### config.mk
export PLATFORM = sky130hd
export DESIGN_NAME = stopwatch_ctrl
export DESIGN_NICKNAME = d
export VERILOG_FILES = /design/src/rtl/stopwatch_ctrl_pkg.sv /design/src/rtl/stopwatch_ctrl_lim_inc.sv /design/src/rtl/stopwatch_ctrl.sv
export SDC_FILE = /design/constraint.sdc
export NUM_CORES = 1
export LEC_CHECK = 0
export CORE_ASPECT_RATIO = 1.4
export CORE_MARGIN = 5
export CORE_UTILIZATION = 52
export DETAILED_ROUTE_END_ITERATION = 8
export PLACE_DENSITY = 0.73
export SLEW_MARGIN = 20
export SYNTH_ARGS = -nofsm -noshare
export SYNTH_HDL_FRONTEND = slang
export SYNTH_SLANG_ARGS = --single-unit
### constraint.sdc
create_clock -name clk -period 4.35 [get_ports clk]
set_input_delay 0.435 -clock clk [delete_from_list [all_inputs] [get_ports clk]]
set_output_delay 0.435 -clock clk [all_outputs]
set_load 0.03 [all_outputs]
### src/rtl/stopwatch_ctrl_pkg.sv
// Shared types and constants for the stopwatch controller.
// Latency: n/a (declarations only).
// Backpressure: n/a.
package stopwatch_ctrl_pkg;

    // Controller states: IDLE is cleared and stopped, PAUSE keeps the count.
    typedef enum logic [1:0] {
        ST_IDLE  = 2'd0,
        ST_RUN   = 2'd1,
        ST_PAUSE = 2'd2
    } state_t;

    // Digit rollover limits: decimal units and sexagesimal tens.
    localparam int unsigned LIM_DEC = 10;
    localparam int unsigned LIM_SEX = 6;

endpackage

### src/rtl/stopwatch_ctrl_lim_inc.sv
// Limited incrementor: one BCD digit plus carry-in, wrapping to 0 at L.
// Latency: purely combinational.
// Backpressure: none.
module Lim_Inc #(
    parameter int unsigned L = 10
) (
    input  logic [3:0] d_i,
    input  logic       ci_i,
    output logic [3:0] q_o,
    output logic       co_o
);

    localparam logic [3:0] LIM = 4'(L);

    logic [3:0] sum;

    // Add the carry; reaching the limit folds back to zero and carries out.
    always_comb begin
        sum  = d_i + {3'd0, ci_i};
        q_o  = sum;
        co_o = 1'b0;
        if (sum >= LIM) begin
            q_o  = 4'd0;
            co_o = 1'b1;
        end
    end

endmodule

### src/rtl/stopwatch_ctrl.sv
// MM:SS stopwatch: trig toggles run/pause, init_regs clears, prescaler makes the tick.
// Latency: first increment on the CLK_DIV-th edge after entering RUN; outputs registered.
// Backpressure: none; trig and init_regs are single-cycle pulses, always accepted.
module stopwatch_ctrl
    import stopwatch_ctrl_pkg::*;
#(
    parameter int unsigned CLK_DIV = 100000000
) (
    input  logic       clk,
    input  logic       reset,
    input  logic       init_regs,
    input  logic       trig,
    output logic [3:0] sec_ones,
    output logic [3:0] sec_tens,
    output logic [3:0] min_ones,
    output logic [3:0] min_tens,
    output logic       running,
    output logic       wrap
);

    localparam int unsigned PW = $clog2(CLK_DIV);
    localparam logic [PW-1:0] PRESC_MAX = PW'(CLK_DIV - 1);

    state_t        state_q, state_d;
    logic [PW-1:0] presc_q, presc_d;
    logic [3:0]    so_q, st_q, mo_q, mt_q;
    logic [3:0]    so_d, st_d, mo_d, mt_d;
    logic [3:0]    so_n, st_n, mo_n, mt_n;
    logic          running_q, wrap_q, wrap_d;
    logic          tick;
    logic          c1, c2, c3, c4;

    assign tick = (state_q == ST_RUN) && (presc_q == PRESC_MAX);

    // Digit chain: each stage's carry-out feeds the next, all in one cycle.
    Lim_Inc #(.L(LIM_DEC)) u_sec_ones (.d_i(so_q), .ci_i(tick), .q_o(so_n), .co_o(c1));
    Lim_Inc #(.L(LIM_SEX)) u_sec_tens (.d_i(st_q), .ci_i(c1),   .q_o(st_n), .co_o(c2));
    Lim_Inc #(.L(LIM_DEC)) u_min_ones (.d_i(mo_q), .ci_i(c2),   .q_o(mo_n), .co_o(c3));
    Lim_Inc #(.L(LIM_SEX)) u_min_tens (.d_i(mt_q), .ci_i(c3),   .q_o(mt_n), .co_o(c4));

    // Next state: clear wins over trig; trig toggles between RUN and PAUSE.
    always_comb begin
        state_d = state_q;
        if (init_regs) begin
            state_d = ST_IDLE;
        end else if (trig) begin
            case (state_q)
                ST_IDLE:  state_d = ST_RUN;
                ST_RUN:   state_d = ST_PAUSE;
                ST_PAUSE: state_d = ST_RUN;
                default:  state_d = ST_IDLE;
            endcase
        end
    end

    // Prescaler counts while RUN (including the pausing edge), holds in PAUSE, zero in IDLE.
    always_comb begin
        presc_d = presc_q;
        if (init_regs || state_q == ST_IDLE) begin
            presc_d = '0;
        end else if (state_q == ST_RUN) begin
            presc_d = tick ? '0 : presc_q + PW'(1);
        end
    end

    // Digits take the incremented chain unless cleared; wrap is min_tens carry-out.
    always_comb begin
        so_d   = so_n;
        st_d   = st_n;
        mo_d   = mo_n;
        mt_d   = mt_n;
        wrap_d = c4;
        if (init_regs) begin
            so_d   = 4'd0;
            st_d   = 4'd0;
            mo_d   = 4'd0;
            mt_d   = 4'd0;
            wrap_d = 1'b0;
        end
    end

    // State, prescaler, digits and flags all register on the same edge.
    always_ff @(posedge clk or posedge reset) begin
        if (reset) begin
            state_q   <= ST_IDLE;
            presc_q   <= '0;
            so_q      <= 4'd0;
            st_q      <= 4'd0;
            mo_q      <= 4'd0;
            mt_q      <= 4'd0;
            running_q <= 1'b0;
            wrap_q    <= 1'b0;
        end else begin
            state_q   <= state_d;
            presc_q   <= presc_d;
            so_q      <= so_d;
            st_q      <= st_d;
            mo_q      <= mo_d;
            mt_q      <= mt_d;
            running_q <= (state_d == ST_RUN);
            wrap_q    <= wrap_d;
        end
    end

    assign sec_ones = so_q;
    assign sec_tens = st_q;
    assign min_ones = mo_q;
    assign min_tens = mt_q;
    assign running  = running_q;
    assign wrap     = wrap_q;

endmodule
==> summary.md, run 1 <==
| Metric | Value |
|---|---|
| Status | `complete, but fails checks` |
| Violated checks | `setup timing` |
| Fin. max-slew vios | `0` |
| Comb pwr share | `8.3%` |
| Critical setup path kind | `reg -> reg` |
| Pleak | `1.62 nW` |
| HP Start | `presc_q[26]$_DFFE_PP0P_` |
| DR vias | `2238` |
| Final worst setup slack | `-0.0663 ns` |
| Metal3 WL | `243 um` |
| Layout net count | `358` |
| H-tree levels | `2` |
| Reg2reg start | `presc_q[12]$_DFFE_PP0P_` |
| Finish-stage setup viols | `4` |
| Initial Util | `52.7%` |
| Ys async rst share | `100%` |
| R2r endpoint | `min_tens[2]$_DFF_PP0_` |
| Clock group share of total power | `41.9%` |
| I/O Pins | `22` |
| Top_reg_cell synth | `dfrtp_1` |
| Initial antenna violation count | `0` |
| Area fraction of the dominant cell type after synthesis | `46.4%` |
| Hold WC Path Type | `reg -> reg` |
| Vias per cell | `5.46` |
| Max cap viols | `0` |
| Row count | `30` |
| Yosys reg bits | `47` |
| Vias in the first global route | `2316` |
| Reg2reg path depth | `26` |
| Switching share of power | `22.0%` |
| Cell mode on critical path | `ha_4` |
| Port bufs | `21` |
| Cells after synthesis | `256` |
| Initial DRC count | `113` |
| Reg clk slew, reported paths | `0.10 ns` |
| Worst VDD drop | `194 uV` |
| Die ar. | `6390 sq um` |
| CP max stage cell | `dfrtp_1` |
| Hold path depth | `1` |
| Power per Cell Area | `248 nW/um^2` |
| Crit path DAT | `4.65 ns` |
| CP peak stage delay | `0.39 ns` |
| Number of flops mapped to enable cells by yosys | `0` |
| Placed Area | `3080 sq um` |
| Met2 WL | `3.51 mm` |
| Worst slew pin tran | `1.02 ns` |
| Largest net degree at the start of global routing | `48` |
| CTS root buffer | `clkbuf_8` |
| Fmax | `0.226 GHz` |
| CORE AREA | `4800 sq um` |
| Unrepaired setup endpoints after global routing | `yes` |
| Reg-to-reg slack, setup | `-0.07 ns` |
| CTS tree | `built` |
| Cts bufs inserted | `5` |
| Hold Buf Count CTS | `0` |
| Seq pwr share | `49.8%` |
| Layout cell share with drive strength beyond 1 | `33.8%` |
| Clock Latency Late Sink | `0.30 ns` |
| Fin crit share | `102%` |
| Clock Path Buffers | `2` |
| Area grow syn2layout | `43.2%` |
| Worst setup SP type | `flop` |
| Synth top area cells | `dfrtp_1 (46%), xor2_1 (7.3%), nor2_1 (5.5%)` |
| WL met1 | `2.63 mm` |
| Top layer in use | `met4` |
| Routed Antenna Nets | `0` |
| Post-route cell area | `3630 sq um` |
| Crit Path Max Fanout | `3` |
| Dpl hpwl | `3.84 mm` |
| Slew margin rel. | `32.3%` |
| Die height | `92.6 um` |
| Yosys cell types | `46` |
| Fin Setup TNS | `-0.239 ns` |
| First-pass GRT wire length | `10.6 mm` |
| Skew final | `0.0145 ns` |
| Post-Synthesis Cell Area | `2530 sq um` |
| WHS Endpoint | `presc_q[26]$_DFFE_PP0P_` |
| Internal Pwr Total | `0.703 mW` |
| Crit end category | `flop` |
| Die Wd | `69.0 um` |
| Post-synthesis sequential area ratio | `46.4%` |
| Tot GR Track Use | `22.1%` |
| Syn. warnings | `0` |
| Pre-CTS worst setup slack | `-0.174 ns` |
| Worst EP required | `4.59 ns` |
| P_sw | `0.198 mW` |
| Gp weighted congestion | `0.797` |
| DRC Markers | `0` |
| Leading area contributor after synthesis | `dfrtp_1` |
| Fin crit period | `4.42 ns` |
| 1st-pass router iterations | `4` |
| Number of diodes | `0` |
| Total wire length | `6.58 mm` |
| Synth Area per Inst | `9.90 sq um` |
| Wire length per cell | `16.1 um` |
| Clk sinks | `47` |
| Final hold violations | `0` |
| Total congestion overflow | `0` |
[cell usage in the layout (no fill, tap or decap), drive strengths merged, types with 3 or more instances in the layout]
cell type / count
a21oi: 8
a31oi: 6
and2: 9
and3: 4
buf: 69
clkbuf: 6
clkdlybuf4s50: 21
dfrtp: 47
ha: 9
nand2: 20
nand3: 22
nand4: 13
nor2: 38
nor3: 5
nor3b: 5
nor4: 4
o21ai: 3
or3b: 3
xnor2: 7
xor2: 21
[logic make-up after synthesis]
group / after synthesis / share of synthesized area [%]
AND/OR/NAND/NOR: 136 / 30.6
flip-flops: 47 / 46.4
XOR/XNOR: 28 / 9.68
AO/OA/AOI/OAI: 21 / 5.04
buffers and inverters: 12 / 2.81
adder cells (fa/ha/maj): 9 / 4.44
multiplexers: 2 / 0.839
other: 1 / 0.148
[routing by layer]
metal	vias to the layer above	track usage [%]
met5	-	0
met1	1096	24.7
met2	50	40.1
li1	1073	-
met4	0	7.80
met3	19	4.13
[synthesized netlist by cell type, drive strengths merged, types with 3 or more instances]
library cell	count
a21oi	8
a31oi	6
and2	9
and3	4
buf	6
clkbuf	3
dfrtp	47
ha	9
inv	3
nand2	20
nand3	22
nand4	13
nor2	38
nor3	5
nor3b	5
nor4	4
o21ai	3
or3b	3
xnor2	7
xor2	21
[how the worst max path moves through the flow]
stage | start | end | cells after the start
floorplan | presc_q[12]$_DFFE_PP0P_ | min_tens[2]$_DFF_PP0_ | 25
detailed placement | presc_q[1]$_DFFE_PP0P_ | min_tens[2]$_DFF_PP0_ | 26
CTS | presc_q[1]$_DFFE_PP0P_ | min_tens[2]$_DFF_PP0_ | 27
global placement | presc_q[11]$_DFFE_PP0P_ | min_tens[0]$_DFF_PP0_ | 25
global route | presc_q[1]$_DFFE_PP0P_ | min_tens[2]$_DFF_PP0_ | 27
finish | presc_q[12]$_DFFE_PP0P_ | min_tens[2]$_DFF_PP0_ | 26
[critical path, delay by kind of cell (launching register included)]
| family | cells | cell delay [ns] |
|---|---|---|
| compound gates | 3 | 0.41 |
| simple gates | 12 | 1.64 |
| fa+ha+maj | 7 | 1.33 |
| xor+xnor | 3 | 0.48 |
| flops | 1 | 0.39 |
| buf+inv | 1 | 0.11 |
[through the flow]
| stage | power (mW) | std cells | util, % | hold slack (ns) |
|---|---|---|---|---|
| after floorplan | 0.499 | 257 | - | 0.446 |
| after global placement | 0.520 | 372 | 64.0 | 0.475 |
| after detailed placement | 0.522 | 372 | 64.0 | 0.474 |
| after CTS | 0.901 | 406 | 74.0 | 0.490 |
| after global routing | 0.935 | 410 | 75.5 | 0.532 |
| final | 0.901 | 410 | 75.5 | 0.538 |
[registers in the layout, summed over array words and instances, names as in the netlist]
| register | count |
|---|---|
| min_ones | 4 |
| min_tens | 4 |
| presc_q | 27 |
| running | 1 |
| sec_ones | 4 |
| sec_tens | 4 |
| state_q | 2 |
| wrap | 1 |
[power by group through the flow]
stage / clock network [mW] / logic (mW) / registers, mW
floorplan: 0 / 0.0344 / 0.465
global placement: 0 / 0.0645 / 0.456
detailed placement: 0 / 0.0658 / 0.456
CTS: 0.381 / 0.0712 / 0.449
global route: 0.403 / 0.0827 / 0.449
finish: 0.377 / 0.0749 / 0.448
[what timing repair did]
item                       in CTS  in global routing
gates resized for setup        28                  9
buffers inserted               27                  4
pin swaps                      18                  9
hold endpoints to repair        0                  0
setup endpoints to repair       4                  5
[cell type report]
| class | instances | area [sq um] |
|---|---|---|
| Multi-Input combinational cell | 198 | 1490 |
| Sequential cell | 47 | 1180 |
| Clock buffer | 6 | 72.6 |
| Inverter | 3 | 12.5 |
| Fill cell | 309 | 1180 |
| Tap cell | 64 | 80.1 |
| Timing Repair Buffer | 90 | 736 |
| Clock inverter | 2 | 60.1 |
No activity file was read; power rests on OpenSTA's default activity.
==> run 2, diff against run 1 <==
--- a/config.mk
+++ b/config.mk
@@ -10,7 +10,7 @@
 export CORE_UTILIZATION = 52
 export DETAILED_ROUTE_END_ITERATION = 8
 export PLACE_DENSITY = 0.73
-export SLEW_MARGIN = 20
+export SLEW_MARGIN = 25
 export SYNTH_ARGS = -nofsm -noshare
 export SYNTH_HDL_FRONTEND = slang
 export SYNTH_SLANG_ARGS = --single-unit
==> run 2 against run 1 <==
The flow still finishes with violations (setup timing). Clock power hardly changed. First-iteration DRC count rose by 12%. Hold slack lost 0.020 ns. Count of clock-buffer cells in the layout is the same. Final cell count unchanged. Global-route usage is the same. Via count increased by 0.85%. Clock skew up 0.0032 ns. Sequential power is essentially flat. Critical path depth is the same.
==> summary.md, run 2 (synthesis gave the netlist of run 1 again) <==
| Metric | Value |
|---|---|
| Largest register FFs | `27 (unchanged)` |
| Reg clk slew, reported paths | `0.10 ns (about the same)` |
| Status | `complete, but fails checks` |
| Final hold violations | `0 (unchanged)` |
| H-tree levels | `2 (unchanged)` |
| Most common cell after layout, fill and taps aside | `buf_4` |
| CORE AREA | `4800 sq um (unchanged)` |
| Number of diodes | `0 (unchanged)` |
| Fin crit share | `102% (+0.44 points)` |
| Layout cell share with drive strength beyond 1 | `34.1% (+0.29 points)` |
| Most frequent cells in the layout | `buf_4 (67), dfrtp_1 (46), nor2_1 (35), clkdlybuf4s50_1 (21), nand3_1 (20)` |
| Pre-CTS worst setup slack | `-0.174 ns (unchanged)` |
| Skew final | `0.0177 ns (+0.00319 ns)` |
| Total congestion overflow | `0 (unchanged)` |
| Crit path DAT | `4.67 ns (+0.02 ns)` |
| Largest net degree at the start of global routing | `48 (unchanged)` |
| Hold WC Path Type | `reg -> reg` |
| Largest register by flop count | `presc_q` |
| Area grow syn2layout | `43.4%` |
| Cts bufs inserted | `5 (unchanged)` |
| Clock Latency Late Sink | `0.31 ns (about the same)` |
| Total wire length | `6.74 mm (+2.3%)` |
| Reg-to-reg slack, setup | `-0.09 ns (-0.02 ns)` |
| Initial Util | `52.7% (unchanged)` |
| Fin. max-slew vios | `0 (unchanged)` |
| Vias per cell | `5.50 (+0.85%)` |
| CTS root buffer | `clkbuf_8` |
| Critical setup path kind | `reg -> reg` |
| Port bufs | `21 (unchanged)` |
| Worst VDD drop | `193 uV (-0.36%)` |
| Routed Antenna Nets | `0 (unchanged)` |
| CTS tree | `built` |
| DR vias | `2257 (+0.85%)` |
| Slew margin rel. | `45.6% (+13 points)` |
| CP top delay family | `simple AND/OR/NAND/NOR gates` |
| Die height | `92.6 um (unchanged)` |
| Finished Layout Cells | `410 (unchanged)` |
| Dpl hpwl | `3.84 mm (unchanged)` |
| Wire length per cell | `16.4 um (+2.3%)` |
| Initial antenna violation count | `0 (unchanged)` |
| Die Wd | `69.0 um (unchanged)` |
| Layout net count | `358 (unchanged)` |
| Hold slack | `0.519 ns (-0.0196 ns)` |
| Crit Path Max Fanout | `3 (unchanged)` |
| Worst slew pin tran | `0.815 ns (-0.201 ns)` |
| Worst Path Buf+Inv | `1 (unchanged)` |
| Filler cells | `309 (unchanged)` |
| I/O Pins | `22 (unchanged)` |
| Fin Setup TNS | `-0.322 ns (-0.0830 ns)` |
| Vias in the first global route | `2316 (unchanged)` |
| First-pass GRT wire length | `10.6 mm (unchanged)` |
| Max cap viols | `0 (unchanged)` |
| Unrepaired setup endpoints after global routing | `yes` |
| CP max stage cell | `dfrtp_1` |
| CP peak stage delay | `0.39 ns (about the same)` |
| Tot GR Track Use | `22.1% (unchanged)` |
| Violated checks | `setup timing` |
| DRC Markers | `0 (unchanged)` |
| Initial DRC count | `126 (+12%)` |
| Final worst setup slack | `-0.0854 ns (-0.0190 ns)` |
| Clock Path Buffers | `2 (unchanged)` |
| Placed Instances | `372 (unchanged)` |
| Cell mode on critical path | `ha_4` |
| Crit end category | `flop` |
| Fin crit period | `4.44 ns (+0.0190 ns)` |
| Worst setup SP type | `flop` |
| Fmax | `0.225 GHz (-0.43%)` |
| Power per Cell Area | `249 nW/um^2 (+0.20%)` |
| Row count | `30 (unchanged)` |
| Hold Buf Count CTS | `0 (unchanged)` |
| Worst EP required | `4.59 ns (about the same)` |
| Finish-stage setup viols | `5 (+1)` |
| Clk sinks | `47 (unchanged)` |
| Die ar. | `6390 sq um (unchanged)` |
| 1st-pass router iterations | `4 (unchanged)` |
| Gp weighted congestion | `0.797 (unchanged)` |
| Pleak | `1.62 nW (about the same)` |
[run 2: cell counts in the layout (fill, tap and decap cells not counted)]
Identical to the previous run, type by type.
[run 2: path summary, 6_finish.rpt]
check | start | to | cells past startpoint
setup / recovery | presc_q[12]$_DFFE_PP0P_ | min_tens[2]$_DFF_PP0_ | 26
hold reg to reg | presc_q[26]$_DFFE_PP0P_ | presc_q[26]$_DFFE_PP0P_ | 1
setup reg to reg | presc_q[12]$_DFFE_PP0P_ | min_tens[2]$_DFF_PP0_ | 26
hold / removal | presc_q[26]$_DFFE_PP0P_ | presc_q[26]$_DFFE_PP0P_ | 1
max in group asynchronous | reset | presc_q[11]$_DFFE_PP0P_ | 2
min in group asynchronous | reset | sec_tens[0]$_DFF_PP0_ | 2
[run 2: cell type report]
cell class	count	area, sq um	share of cell area (%)
sequential	47	1180	32.4
timing repair buffer	90	736	20.3
clock inverter	2	60.1	1.65
multi-input combinational	198	1490	41.1
tap	64	80.1	2.20
inverter	3	12.5	0.344
clock buffer	6	72.6	2.00
[run 2: metal layers]
layer,up-vias,wire length [um],GRT usage (%)
met5,-,0,0
met4,0,209,7.80
met3,19,214,4.13
met2,48,3650,40.1
met1,1118,2660,24.7
li1,1072,-,-
[run 2: stage by stage]
stage | utilization, % | area (sq um) | total power [mW]
floorplan | - | 2550 | 0.499
global placement | 64.0 | 3080 | 0.520
detailed placement | 64.0 | 3080 | 0.522
CTS | 74.0 | 3550 | 0.901
global route | 75.6 | 3630 | 0.934
finish | 75.6 | 3630 | 0.904
[run 2: timing repair]
item / 4_1_cts / 5_1_grt
endpoints found under the setup margin: 4 / 5
gates resized for setup: 28 / 9
setup buffers: 27 / 4
pin swaps: 18 / 9
[run 2: worst register-to-register path: stages (launching register included)]
cell	delay, ns
dfrtp_1	0.39
nor4_1	0.31
and4_4	0.28
and2_4	0.15
ha_4	0.15
ha_4	0.22
o21ai_2	0.15
nor2_2	0.06
a21oi_2	0.13
nor2_2	0.06
ha_2	0.20
ha_4	0.17
xor2_2	0.17
nand2_1	0.09
nand2_2	0.09
ha_4	0.19
ha_4	0.16
xor2_2	0.16
nor2_1	0.06
nor2_1	0.15
ha_2	0.24
buf_6	0.11
nand3_4	0.08
xnor2_2	0.16
a21oi_2	0.13
nor2b_4	0.17
and2_1	0.15
[run 2: power by group]
group	total [mW]	switching, mW	internal [mW]	leakage, nW
clock network	0.380	0.150	0.230	0.0654
logic	0.0751	0.0451	0.0300	0.909
registers	0.448	0.00533	0.443	0.645
total	0.904	0.201	0.703	1.62
